**src/rtl/excess3_to_bcd_serial_pkg.sv**
```systemverilog
// Shared encoding for the serial Excess-3 to BCD converter.
// State = (bit position within the digit, borrow pending).
package excess3_to_bcd_serial_pkg;

  localparam int DIGIT_BITS = 4;

  typedef enum logic [2:0] {
    S0 = 3'd0,  // bit0, subtract 1
    S1 = 3'd1,  // bit1, no borrow
    S2 = 3'd2,  // bit1, borrow
    S3 = 3'd3,  // bit2, no borrow
    S4 = 3'd4,  // bit2, borrow
    S5 = 3'd5,  // bit3, no borrow
    S6 = 3'd6   // bit3, borrow
  } state_t;

endpackage

```
**src/rtl/excess3_to_bcd_serial.sv**
```systemverilog
// Bit-serial Excess-3 -> BCD converter (Mealy FSM, LSB first).
// Z = serial (X - 0011) with borrow; returns to S0 every DIGIT_BITS cycles.
module excess3_to_bcd_serial
  import excess3_to_bcd_serial_pkg::*;
(
  input  logic Clk,
  input  logic Rst,
  input  logic X,
  output logic Z
);

  state_t state_q, state_d;

  // State register; async reset parks the machine at bit0.
  always_ff @(posedge Clk or posedge Rst) begin
    if (Rst) state_q <= S0;
    else     state_q <= state_d;
  end

  // Next state and Mealy output from (state, X); Z held low during reset.
  always_comb begin
    state_d = S0;
    Z       = 1'b0;
    case (state_q)
      S0: begin Z = ~X;   state_d = X ? S1 : S2; end
      S1: begin Z = ~X;   state_d = X ? S3 : S4; end
      S2: begin Z = X;    state_d = S4;          end
      S3: begin Z = X;    state_d = S5;          end
      S4: begin Z = ~X;   state_d = X ? S5 : S6; end
      S5: begin Z = X;    state_d = S0;          end
      S6: begin Z = ~X;   state_d = S0;          end
      default: begin Z = 1'b0; state_d = S0;     end
    endcase
    if (Rst) Z = 1'b0;
  end

endmodule

```
**config.mk**
```make
export PLATFORM = sky130hd
export DESIGN_NAME = excess3_to_bcd_serial
export DESIGN_NICKNAME = d
export VERILOG_FILES = /design/src/rtl/excess3_to_bcd_serial_pkg.sv /design/src/rtl/excess3_to_bcd_serial.sv
export SDC_FILE = /design/constraint.sdc
export NUM_CORES = 1
export LEC_CHECK = 0
export BUFFER_PORTS_ARGS = -buffer_cell sky130_fd_sc_hd__buf_4
export CAP_MARGIN = 20
export CORE_AREA = 4 4 41 43
export DETAILED_ROUTE_END_ITERATION = 8
export DIE_AREA = 0 0 45 47
export PLACE_DENSITY = 0.39
export SYNTH_ARGS = -nofsm -noshare
export SYNTH_HDL_FRONTEND = slang
export SYNTH_SLANG_ARGS = --single-unit
```
**constraint.sdc**
```tcl
create_clock -name Clk -period 3.1 [get_ports Clk]
set_clock_uncertainty 0.2 [all_clocks]
set_input_delay 0.93 -clock Clk [delete_from_list [all_inputs] [get_ports Clk]]
set_output_delay 0.93 -clock Clk [all_outputs]
set_load 0.02 [all_outputs]
```
### Word-level counts from Yosys, hierarchy flattened

Index checks and enable logic that the tools add are counted.

| word-level totals | value |
|---|---|
| output and inout bits | 1 |
| bits in latches | 0 |
| memories | 0 |
| bits in read-only memories | 0 |
| word-level logic and storage cells | 17 |
| input bits | 3 |
| flip-flop bits (word level) | 3 |
| RAM bits | 0 |

| operators by class | value |
|---|---|
| order comparisons | 0 |
| reductions and logical operators | 3 |
| eq/ne operators | 6 |
| multiply operators | 0 |
| shifts and indexed selects | 0 |
| bitwise gates (word level) | 1 |
| div/mod/pow operators | 0 |
| mux-type cells | 6 |
| add/sub/neg operators | 0 |

Operators with widths:

| operator | count |
|---|---|
| one-hot mux 3 bit (5 select lines) | 1 |
| == test 3 bit, second input constant | 3 |
| == test 3 x 2 -> 1 bit, second input constant | 2 |
| 2-to-1 mux 2 bit | 2 |
| OR reduction 4 bit | 1 |
| == test 3 x 1 -> 1 bit, second input constant | 1 |
| zero test 3 bit | 1 |
| 2-to-1 mux 3 bit | 1 |
| OR reduction 3 bit | 1 |
| one-hot mux 1 bit (2 select lines) | 1 |
| 2-to-1 mux 1 bit | 1 |
| NOT 1 bit | 1 |

### Logic depth before layout (Yosys ltp)

Gate-level depths: netlist of the first run.

| depth | value |
|---|---|
| word-level depth | 4 |
| gate-level depth with buffers | 3 |
| gate-level depth less buffers | 3 |

### Least setup slack after synthesis of the first run

OpenSTA, ideal clock, no wires.

| path | value |
|---|---|
| path kind | input to output |
| start | in X |
| end | out Z |
| buffers on the path | 0 |
| required time | 1970 ps |
| setup slack | 660 ps |
| data arrival time | 1310 ps |
| stages | 2 |
| cell sequence | o211a_1 -> nor3_2 |

| on the way | value |
|---|---|
| cells in the longest elaborated chain, start to end | 3 |

RTL lines:

| item | RTL line | RTL |
|---|---|---|
| start: declaration | excess3_to_bcd_serial.sv:8 | `input logic X,` |
| NOT 1 bit | -- |  |
| one-hot mux 1 bit (2 select lines) (*) | excess3_to_bcd_serial.sv:24 | `case (state_q)` |
| 2-to-1 mux 1 bit (*) | excess3_to_bcd_serial.sv:34 | `if (Rst) Z = 1'b0;` |
| end: declaration | excess3_to_bcd_serial.sv:9 | `output logic Z` |

Mark *: on every way between the ends. The rest lies on a longest branch, timed or not.

### Worst setup path in the final report of the first run

Same ends and word-level chain as after synthesis.

==> results of run 1 <==
## worst min path at each step
stage / endpoint / cells past startpoint
3_3_place_gp: state_q[1] / 1
6_report: state_q[1] / 1
3_5_place_dp: state_q[1] / 1
4_1_cts: state_q[1] / 1
2_1_floorplan: state_q[1] / 1
5_1_grt: state_q[1] / 1
## routing by layer
layer  GRT usage  share of wire
met2      0.0395           0.36
met5           0              0
met4      0.0877          0.042
met3      0.0115           0.10
met1      0.0459           0.49
## cells in the mapped netlist (all sizes together)
library cell / n / area share
inv: 1 / 0.022
a21oi: 3 / 0.088
nand2b: 1 / 0.037
nor2: 2 / 0.044
nor3: 1 / 0.059
mux2i: 1 / 0.059
dfrtp: 3 / 0.44
nor2b: 2 / 0.074
o21ai: 1 / 0.029
nand2: 1 / 0.037
o31a: 1 / 0.051
o211a: 1 / 0.059
## cell families (layout without fill, tap and decap cells)
| logic type | Yosys count | in the layout |
|---|---|---|
| and+or+nand+nor | 7 | 7 |
| AOI/OAI and AO/OA | 6 | 6 |
| DFF | 3 | 3 |
| muxes | 1 | 1 |
| buffers and inverters | 1 | 8 |
## power breakdown
part | internal (mW) | switching (mW)
logic | 0.0419 | 0.0332
registers | 0.0589 | 0.0303
clock network | 0.0482 | 0.0199
## stage by stage
stage	area [sq um]	utilization	cells	hold slack, ps	power [mW]
5_1_grt	238	0.183	40	384	0.251
2_1_floorplan	170	-	18	297	0.143
3_3_place_gp	211	0.163	36	345	0.166
6_report	238	0.183	40	349	0.232
3_5_place_dp	211	0.163	36	341	0.164
4_1_cts	238	0.183	40	345	0.237
## final cells by class
| class | count | area [sq um] |
|---|---|---|
| multi-input cells | 14 | 91.3 |
| flip-flops and latches | 3 | 75.1 |
| repair buffers | 3 | 22.5 |
| inverters | 1 | 3.75 |
| well taps | 15 | 18.8 |
| clock buffers | 4 | 26.3 |
| fillers | 155 | 1060 |
## worst register-to-register path, stage by stage, from the launching register on
cell,delay [ps]
dfrtp_1,430
nor2b_1,160
o31a_1,230
## cell usage in the layout, fill, tap and decap left out
| cell | synthesis | routed |
|---|---|---|
| nand2_2 | 1 | 1 |
| o31a_1 | 1 | 1 |
| clkbuf_1 | 0 | 1 |
| inv_1 | 1 | 1 |
| buf_4 | 0 | 3 |
| o21ai_0 | 1 | 1 |
| nor2_1 | 2 | 2 |
| o211a_1 | 1 | 1 |
| clkbuf_4 | 0 | 3 |
| dfrtp_1 | 3 | 3 |
| nor2b_1 | 2 | 2 |
| nand2b_1 | 1 | 1 |
| mux2i_1 | 1 | 1 |
| nor3_2 | 1 | 1 |
| a21oi_1 | 3 | 3 |
==> summary.md, run 1 <==
| Metric | Value |
|---|---|
| Clock transition at path regs | 30 ps |
| P&R area growth vs syn | 39.7% |
| IO Port Bufs | 3 |
| Peak VDD IR | 0.272 mV |
| Worst reg2reg path depth | 2 |
| Kind of critical path | input port to primary output |
| Clk_lat worst skew | 230 ps |
| Unique cell type count in the Yosys netlist | 12 |
| Hold Path Class | register to register |
| GP Congestion | between 0.5 and 0.6 |
| I/O pin count | 4 |
| Starting Density | 0.131 |
| Final ANT Viol Nets | 0 |
| Hold_buf cts | 0 |
| Crit path launch | X |
| Worst path required time | a little under 2000 ps |
| Total number of yosys warnings | 0 |
| Synth Area in Compound Gates | 0.228 |
| Max Cap Viol | 0 |
| CP Max Fanout | 6 |
| Top reg by flops | state_q |
| Main combinational cell family by area after synthesis | simple AND/OR/NAND/NOR gates |
| First-pass GRT wire length | 517 um |
| Post-Synth Simple-Gate Area | 0.250 |
| Cell area after synthesis | 170 sq um |
| Core area | 1300 sq um |
| Cell Chain, Critical Path | buf_4 > o211a_1 > nor3_2 > buf_4 |
| Final WS setup | 528 ps |
| WP buf/inv | 2 |
| Power per cell area | 977 nW/um^2 |
| Status | completed |
| Largest delay share family, worst path | buffers and inverters |
| CP most frequent cell | buf_4 |
| 1st-iter DRT viols | 1 |
| WL final | 332 um |
| Syn_nets | 21 |
| Mux cell area share after synthesis | 0.0588 |
| Worst rel slew slack | 0.872 |
| Pins Over Slew Limit | 0 |
| Worst setup SP type | input port |
| Vias in the first global route | 140 |
| Global route overflow | 0 |
| Syn avg cell area | between 9 and 10 sq um |
| Worst-margin pin slew | 191 ps |
| Worst r2r src | state_q[0] |
| CTS sink cnt | 3 |
| Leakage power | around 0.11 nW |
| TritonCTS Buffers | 3 |
| Synth Area in XOR/XNOR | 0 |
| Final hold vios | 0 |
| R2r setup slk | 1970 ps |
| Flip-flop count of the largest register after layout | 3 |
| Origin of the worst min-delay path | state_q[1] |
| Share of post-route cells with drive strength above 1 | 0.320 |
| Root Buffer | clkbuf_4 |
| Critical Path Slowest Stage Cell | buf_4 |
| Fmax | between 300 and 400 MHz |
| Top flop regs | state_q x3 |
| Seq/Total Area, Yosys | 0.441 |
| DR WL/cell | 8.30 um |
| # DRC | 0 |
| Post-CTS sizing | 0 |
| CP Capture Point | Z |
| Vias/cell | 3.68 |
| WP data arrival | between 1000 and 1500 ps |
| FF-to-FF End | state_q[2] |
| Via count | 147 |
| Setup TNS | 0 ps |
| RSZ-0062 raised after global routing | no |
| Antenna diodes | 0 |
| Finish-stage setup viols | 0 |
| Die Span X | 45 um |
| Post-place setup slack | 532 ps |
| Setup Buffers After CTS | 0 |
| Die area | ~2100 sq um |
| # nets final | 29 |
| Gr usage total | 0.0412 |
| CP Capture Type | primary output |
| Max H-tree Level | 1 |
| Crit-path max cell delay | 160 ps |
| Mapped Cells | 18 |
| First-pass DRT Iterations | 3 |
| Period minus WS final | 2570 ps |
| Fin crit share | 0.830 |
| Largest net degree at the start of global routing | 8 |
| Adder-cell share of the synthesized area | 0 |
| Clock buffer depth | 2 |
| Row Count | 13 |
| Die Height | 47 um |
| Critical Path Stages | 4 |
| TritonCTS clock tree | yes |
| Initial antenna violation count | 0 |
| Synth Register Bits | 3 |
(Power assumes the default switching activity.)
==> run 2, diff against run 1 <==
ABC_AREA = 1   (was unset)
clock period = 2.6 ns   (was 3.1 ns; I/O delays follow)
==> run 2 against run 1 <==
  * Die area stayed put
  * Wire length is 11% higher
  * Sequential share of layout area is 0.97 points lower
  * Power is 26% higher
  * Synthesized cell count is 56% higher
  * Critical endpoint unchanged
  * Highest routed layer is now met3
  * Critical path depth is 2 higher
  * Core utilization is 0.58 points higher
==> summary.md, run 2 <==
| Metric | Value |
|---|---|
| Share of post-route cells with drive strength above 1 | 0.200 |
| Syn_nets | 31 |
| Clock transition at path regs | ~40 ps |
| Fmax | ~430 MHz |
| Flip-flop count of the largest register after layout | 3 |
| Unique cell type count in the Yosys netlist | 8 |
| Fill cell count | 153 |
| Vias in the first global route | 204 |
| Global route overflow | 0 |
| Syn avg cell area | approximately 6.3 sq um |
| Worst reg2reg path depth | 4 |
| Worst setup SP type | input port |
| Commonest non-fill, non-tap cell in the layout | nand2_1 |
| Vias/cell | 3.60 |
| Synth Area in Compound Gates | 0.141 |
| Die area | 2120 sq um |
| Top flop regs | state_q x3 |
| Post-CTS sizing | 0 |
| Die Span X | 45 um |
| Final non-filler cell total | 50 |
| Post-synth EDFFs | 0 |
| CP Max Fanout | 4 |
| Kind of critical path | input port to primary output |
| Leakage power | 0.136 nW |
| Starting Density | 0.137 |
| Max H-tree Level | 1 |
| Initial antenna violation count | 0 |
| Root Buffer | clkbuf_4 |
| DR WL/cell | approximately 7.4 um |
| TritonCTS clock tree | yes |
| Mux cell area share after synthesis | 0 |
| Share of flip-flops with an asynchronous set or reset | 1.00 |
| Period minus WS final | ~2300 ps |
| GP Congestion | 0.709 |
| Synth Area in XOR/XNOR | 0 |
| Worst-margin pin slew | 184 ps |
| Antenna diodes | 0 |
| Synth area leaders | dfrtp_1 (42%), nand2_1 (17%), a21oi_1 (11%) |
| Yosys top cell area share | 0.423 |
| Largest net degree at the start of global routing | 7 |
| Post-Synth Simple-Gate Area | 0.310 |
| Cell area after synthesis | 178 sq um |
| Critical Path Slowest Stage Cell | buf_4 |
| Crit-path max cell delay | 150 ps |
| Setup Buffers After CTS | 0 |
| Mapped Cells | 28 |
| Synth cell count leaders | nand2_1 (8), inv_1 (5), a21oi_1 (4), nor2_1 (4), dfrtp_1 (3) |
| P&R area growth vs syn | 38.0% |
| R2r setup slk | 1570 ps |
| First-pass DRT Iterations | 2 |
| CP Capture Type | primary output |
| Seq/Total Area, Yosys | 0.423 |
| RSZ-0062 raised after global routing | no |
| Peak VDD IR | 0.431 mV |
| Dpl cells | 46 |
| Design area | 245 sq um |
| Via count | 180 |
| Pins Over Slew Limit | 0 |
| Largest area contributor in the netlist | dfrtp_1 |
| # DRC | 0 |
| Hold Slack | 232 ps |
| Most frequent cells in the layout | nand2_1 (8), inv_1 (5), a21oi_1 (4), nor2_1 (4) |
| Clock buffer depth | 2 |
| Worst path required time | 1620 ps |
| Adder-cell share of the synthesized area | 0 |
| Status | completed |
| Most frequent cell after synthesis | nand2_1 |
| Final ANT Viol Nets | 0 |
| CTS sink cnt | 3 |
| Setup TNS | 0 ps |
| FF-to-FF End | state_q[2] |
| Ys flop type | dfrtp_1 |
| Synth Register Bits | 3 |
| Clk_lat worst skew | 230 ps |
| I/O pin count | 4 |
| Worst r2r src | state_q[1] |
| Worst rel slew slack | 0.877 |
| Hold Path Class | input port to async pin |
| WL final | 370 um |
| Final hold vios | 0 |
| Total number of yosys warnings | 0 |
| 1st-iter DRT viols | 4 |
| Core area | 1300 sq um |
| Power per cell area | 1190 nW/um^2 |
| Cell Chain, Critical Path | buf_4 > inv_1 > a21oi_1 > nor2_1 > nor2_1 > buf_4 |
| Top reg by flops | state_q |
| First-pass GRT wire length | 800 um |
| # nets final | 39 |
| Fin crit share | 0.900 |
| Core Util, Final | 0.188 |
| Placed instance area | 219 sq um |
| WP data arrival | 1360 ps |
| Main combinational cell family by area after synthesis | simple AND/OR/NAND/NOR gates |
| IO Port Bufs | 3 |
| Gr usage total | 0.0577 |
| Hold_buf cts | 0 |
| Row Count | 13 |
| Finish-stage setup viols | 0 |
| Max Cap Viol | 0 |
| TritonCTS Buffers | 3 |
| Die Height | approximately 47 um |
-- run 2: power breakdown --
part	leakage, nW	internal (mW)	switching (mW)
Combinational	0.0842	0.0465	0.0688
Sequential	0.0365	0.0702	0.0278
Clock	0.0150	0.0574	0.0224
Total	0.136	0.174	0.119
-- run 2: final cells by class --
type / count / area, sq um / share of cell area
Tap cell: 15 / 18.8 / 0.0765
Clock buffer: 4 / 26.3 / 0.107
Multi-Input combinational cell: 19 / 80.1 / 0.327
Timing Repair Buffer: 3 / 22.5 / 0.0918
Sequential cell: 3 / 75.1 / 0.306
Inverter: 6 / 22.5 / 0.0918
-- run 2: metrics by stage --
step / total power [mW] / setup slack (ps)
after global placement: 0.217 / 250
after global routing: 0.341 / 160
after floorplan: 0.184 / 339
final: 0.293 / 261
after CTS: 0.299 / 256
after detailed placement: 0.214 / 265
-- run 2: worst max-delay path by stage --
| stage | start | to | slack [ps] | cells after the start |
|---|---|---|---|---|
| 6_report | X | Z | 260 | 6 |
| 5_1_grt | X | Z | 160 | 6 |
| 4_1_cts | X | Z | 260 | 6 |
| 3_5_place_dp | X | Z | 260 | 6 |
| 3_3_place_gp | X | Z | 250 | 6 |
| 2_1_floorplan | X | Z | 340 | 4 |
-- run 2: layer usage --
layer | wire length, um | GRT usage
met1 | 176 | 0.0638
met2 | 143 | 0.0763
met3 | 50 | 0.0460
met4 | 0 | 0.0351
met5 | 0 | 0
-- run 2: kinds of logic after synthesis --
family                 count (synthesis)
AOI/OAI and AO/OA                      5
buffers and inverters                  6
DFF                                    3
and+or+nand+nor                       14
-- run 2: worst max-delay path: cells and delay by family --
family          cells  cell delay, ps
buf+inv             3             370
compound gates      1              60
simple gates        2             150
==> run 3, diff against run 2 <==
==> constraint.sdc (replaced) <==
create_clock -name Clk -period 2.6 [get_ports Clk]
set_clock_uncertainty 0.2 [all_clocks]
set_input_delay 0.26 -clock Clk [delete_from_list [all_inputs] [get_ports Clk]]
set_output_delay 0.26 -clock Clk [all_outputs]
set_load 0.02 [all_outputs]
==> run 3 against run 2 <==
  * Non-clock buffer count increased by 1
  * Power increased by 1.0%
  * Clock-buffer cell count unchanged
  * Die area unchanged
  * First-iteration DRC count decreased by 25%
  * Sequential power about the same
  * Cell area increased by 4.1%
  * Core utilization increased by 0.77 points
  * Critical path depth unchanged
  * Combinational power about the same
  * Largest cell class unchanged
==> summary.md, run 3 (synthesis gave the netlist of run 2 again) <==
| Metric | Value |
|---|---|
| Worst r2r src | state_q[1] |
| Gr usage total | 0.0483 |
| FF-to-FF End | state_q[2] |
| Final ANT Viol Nets | 0 |
| Die area | 2120 sq um |
| Setup TNS | 0 ps |
| Commonest non-fill, non-tap cell in the layout | nand2_1 |
| Core area | 1300 sq um |
| # nets final | 40 |
| Post-CTS sizing | 0 |
| Fin crit share | 0.700 |
| Hold Slack | 148 ps |
| Clock buffer depth | 2 |
| Finish-stage setup viols | 0 |
| Peak VDD IR | 0.441 mV |
| TritonCTS Buffers | 3 |
| Final WS setup | around 780 ps |
| P&R area growth vs syn | 43.7% |
| Vias/cell | 3.76 |
| WP data arrival | about 1400 ps |
| Status | completed |
| Vias in the first global route | 200 |
| Worst setup SP type | input port |
| Global route overflow | 0 |
| Worst-margin pin slew | ~180 ps |
| CP Capture Type | primary output |
| Post-place setup slack | 1240 ps |
| Origin of the worst min-delay path | X |
| Min-Delay Endpoint | state_q[0] |
| Flip-flop count of the largest register after layout | 3 |
| Max Cap Viol | 0 |
| First-pass DRT Iterations | 3 |
| Top reg by flops | state_q |
| Period minus WS final | 1820 ps |
| Hold Path Class | input port to register |
| # DRC | 0 |
| DR WL/cell | 8.00 um |
| Worst rel slew slack | 0.878 |
| Power per cell area | 1160 nW/um^2 |
| Pins Over Slew Limit | 0 |
| I/O pin count | 4 |
| Worst reg2reg path depth | 4 |
| Final hold vios | 0 |
| Starting Density | 0.137 |
| CP Max Fanout | 4 |
| WL final | 408 um |
| Via count | 192 |
| First-pass GRT wire length | 696 um |
| Initial antenna violation count | 0 |
| Hold path cells | 3 |
| 1st-iter DRT viols | 3 |
| Max H-tree Level | 1 |
| Fill cell count | 156 |
| Row Count | 13 |
| Clk_lat worst skew | 230 ps |
| Worst path required time | 2140 ps |
| Die Span X | approximately 45 um |
| GP Congestion | a little under 0.7 |
| Kind of critical path | input port to primary output |
| RSZ-0062 raised after global routing | no |
| Antenna diodes | 0 |
| Root Buffer | clkbuf_4 |
| CTS sink cnt | 3 |
| IO Port Bufs | 3 |
| Most frequent cells in the layout | nand2_1 (8), inv_1 (5), a21oi_1 (4), nor2_1 (4) |
| Top flop regs | state_q x3 |
| Die Height | 47 um |
| DP HPWL | 291 um |
| Largest net degree at the start of global routing | 7 |
| Leakage power | 0.140 nW |
| Share of post-route cells with drive strength above 1 | 0.194 |
| TritonCTS clock tree | yes |
| Fmax | ~550 MHz |
| Clock transition at path regs | around 30 ps |
| R2r setup slk | between 1500 and 2000 ps |
==> run 3: final cells by class <==
| cell class | count | area [sq um] | share of cell area |
|---|---|---|---|
| repair buffers | 4 | 32.5 | 0.127 |
| flip-flops and latches | 3 | 75.1 | 0.294 |
| clock buffers | 4 | 26.3 | 0.103 |
| inverters | 6 | 22.5 | 0.0882 |
| multi-input cells | 19 | 80.1 | 0.314 |
| well taps | 15 | 18.8 | 0.0735 |
==> run 3: worst max path at each step <==
stage                from  to  slack (ps)  cells past startpoint
2_1_floorplan  state_q[2]   Z        1230                      5
3_3_place_gp   state_q[1]   Z        1240                      6
3_5_place_dp   state_q[2]   Z        1240                      6
4_1_cts               Rst   Z         770                      6
5_1_grt               Rst   Z         680                      6
6_report              Rst   Z         780                      6
==> run 3: per-layer routing <==
| layer | up-vias | wire [um] | global-route usage |
|---|---|---|---|
| met5 | - | 0 | 0 |
| met3 | 0 | 28 | 0.0345 |
| met1 | 86 | 195 | 0.0457 |
| met4 | 0 | 0 | 0.0175 |
| met2 | 3 | 184 | 0.0819 |
| li1 | 103 | - | - |
==> run 3: repair_timing <==
action | in CTS | in global routing
setup buffers | 0 | 0
endpoints found under the hold margin | 3 | 0
hold buffers | 1 | 0
setup endpoints to repair | 0 | 0
==> run 3: critical path, cell delays in order <==
cell and delay (ps):
dlygate4sd3_1 540, buf_4 130, inv_1 130, nand2_1 70, nor2_1 90, buf_4 140
==> run 3: where the power goes <==
| part | leakage [nW] | total (mW) | internal (mW) | switching (mW) |
|---|---|---|---|---|
| registers | 0.0365 | 0.0978 | 0.0702 | 0.0276 |
| clock network | 0.0150 | 0.0803 | 0.0574 | 0.0229 |
| logic | 0.0883 | 0.118 | 0.0475 | 0.0704 |
| total | 0.140 | 0.296 | 0.175 | 0.121 |
==> run 3: through the flow <==
step	power, mW	util	instance area (sq um)	instances
finish	0.296	0.196	255	51
global route	0.329	0.196	255	51
CTS	0.302	0.196	255	51
detailed placement	0.216	0.168	219	46
global placement	0.217	0.168	219	46
floorplan	0.184	-	178	28
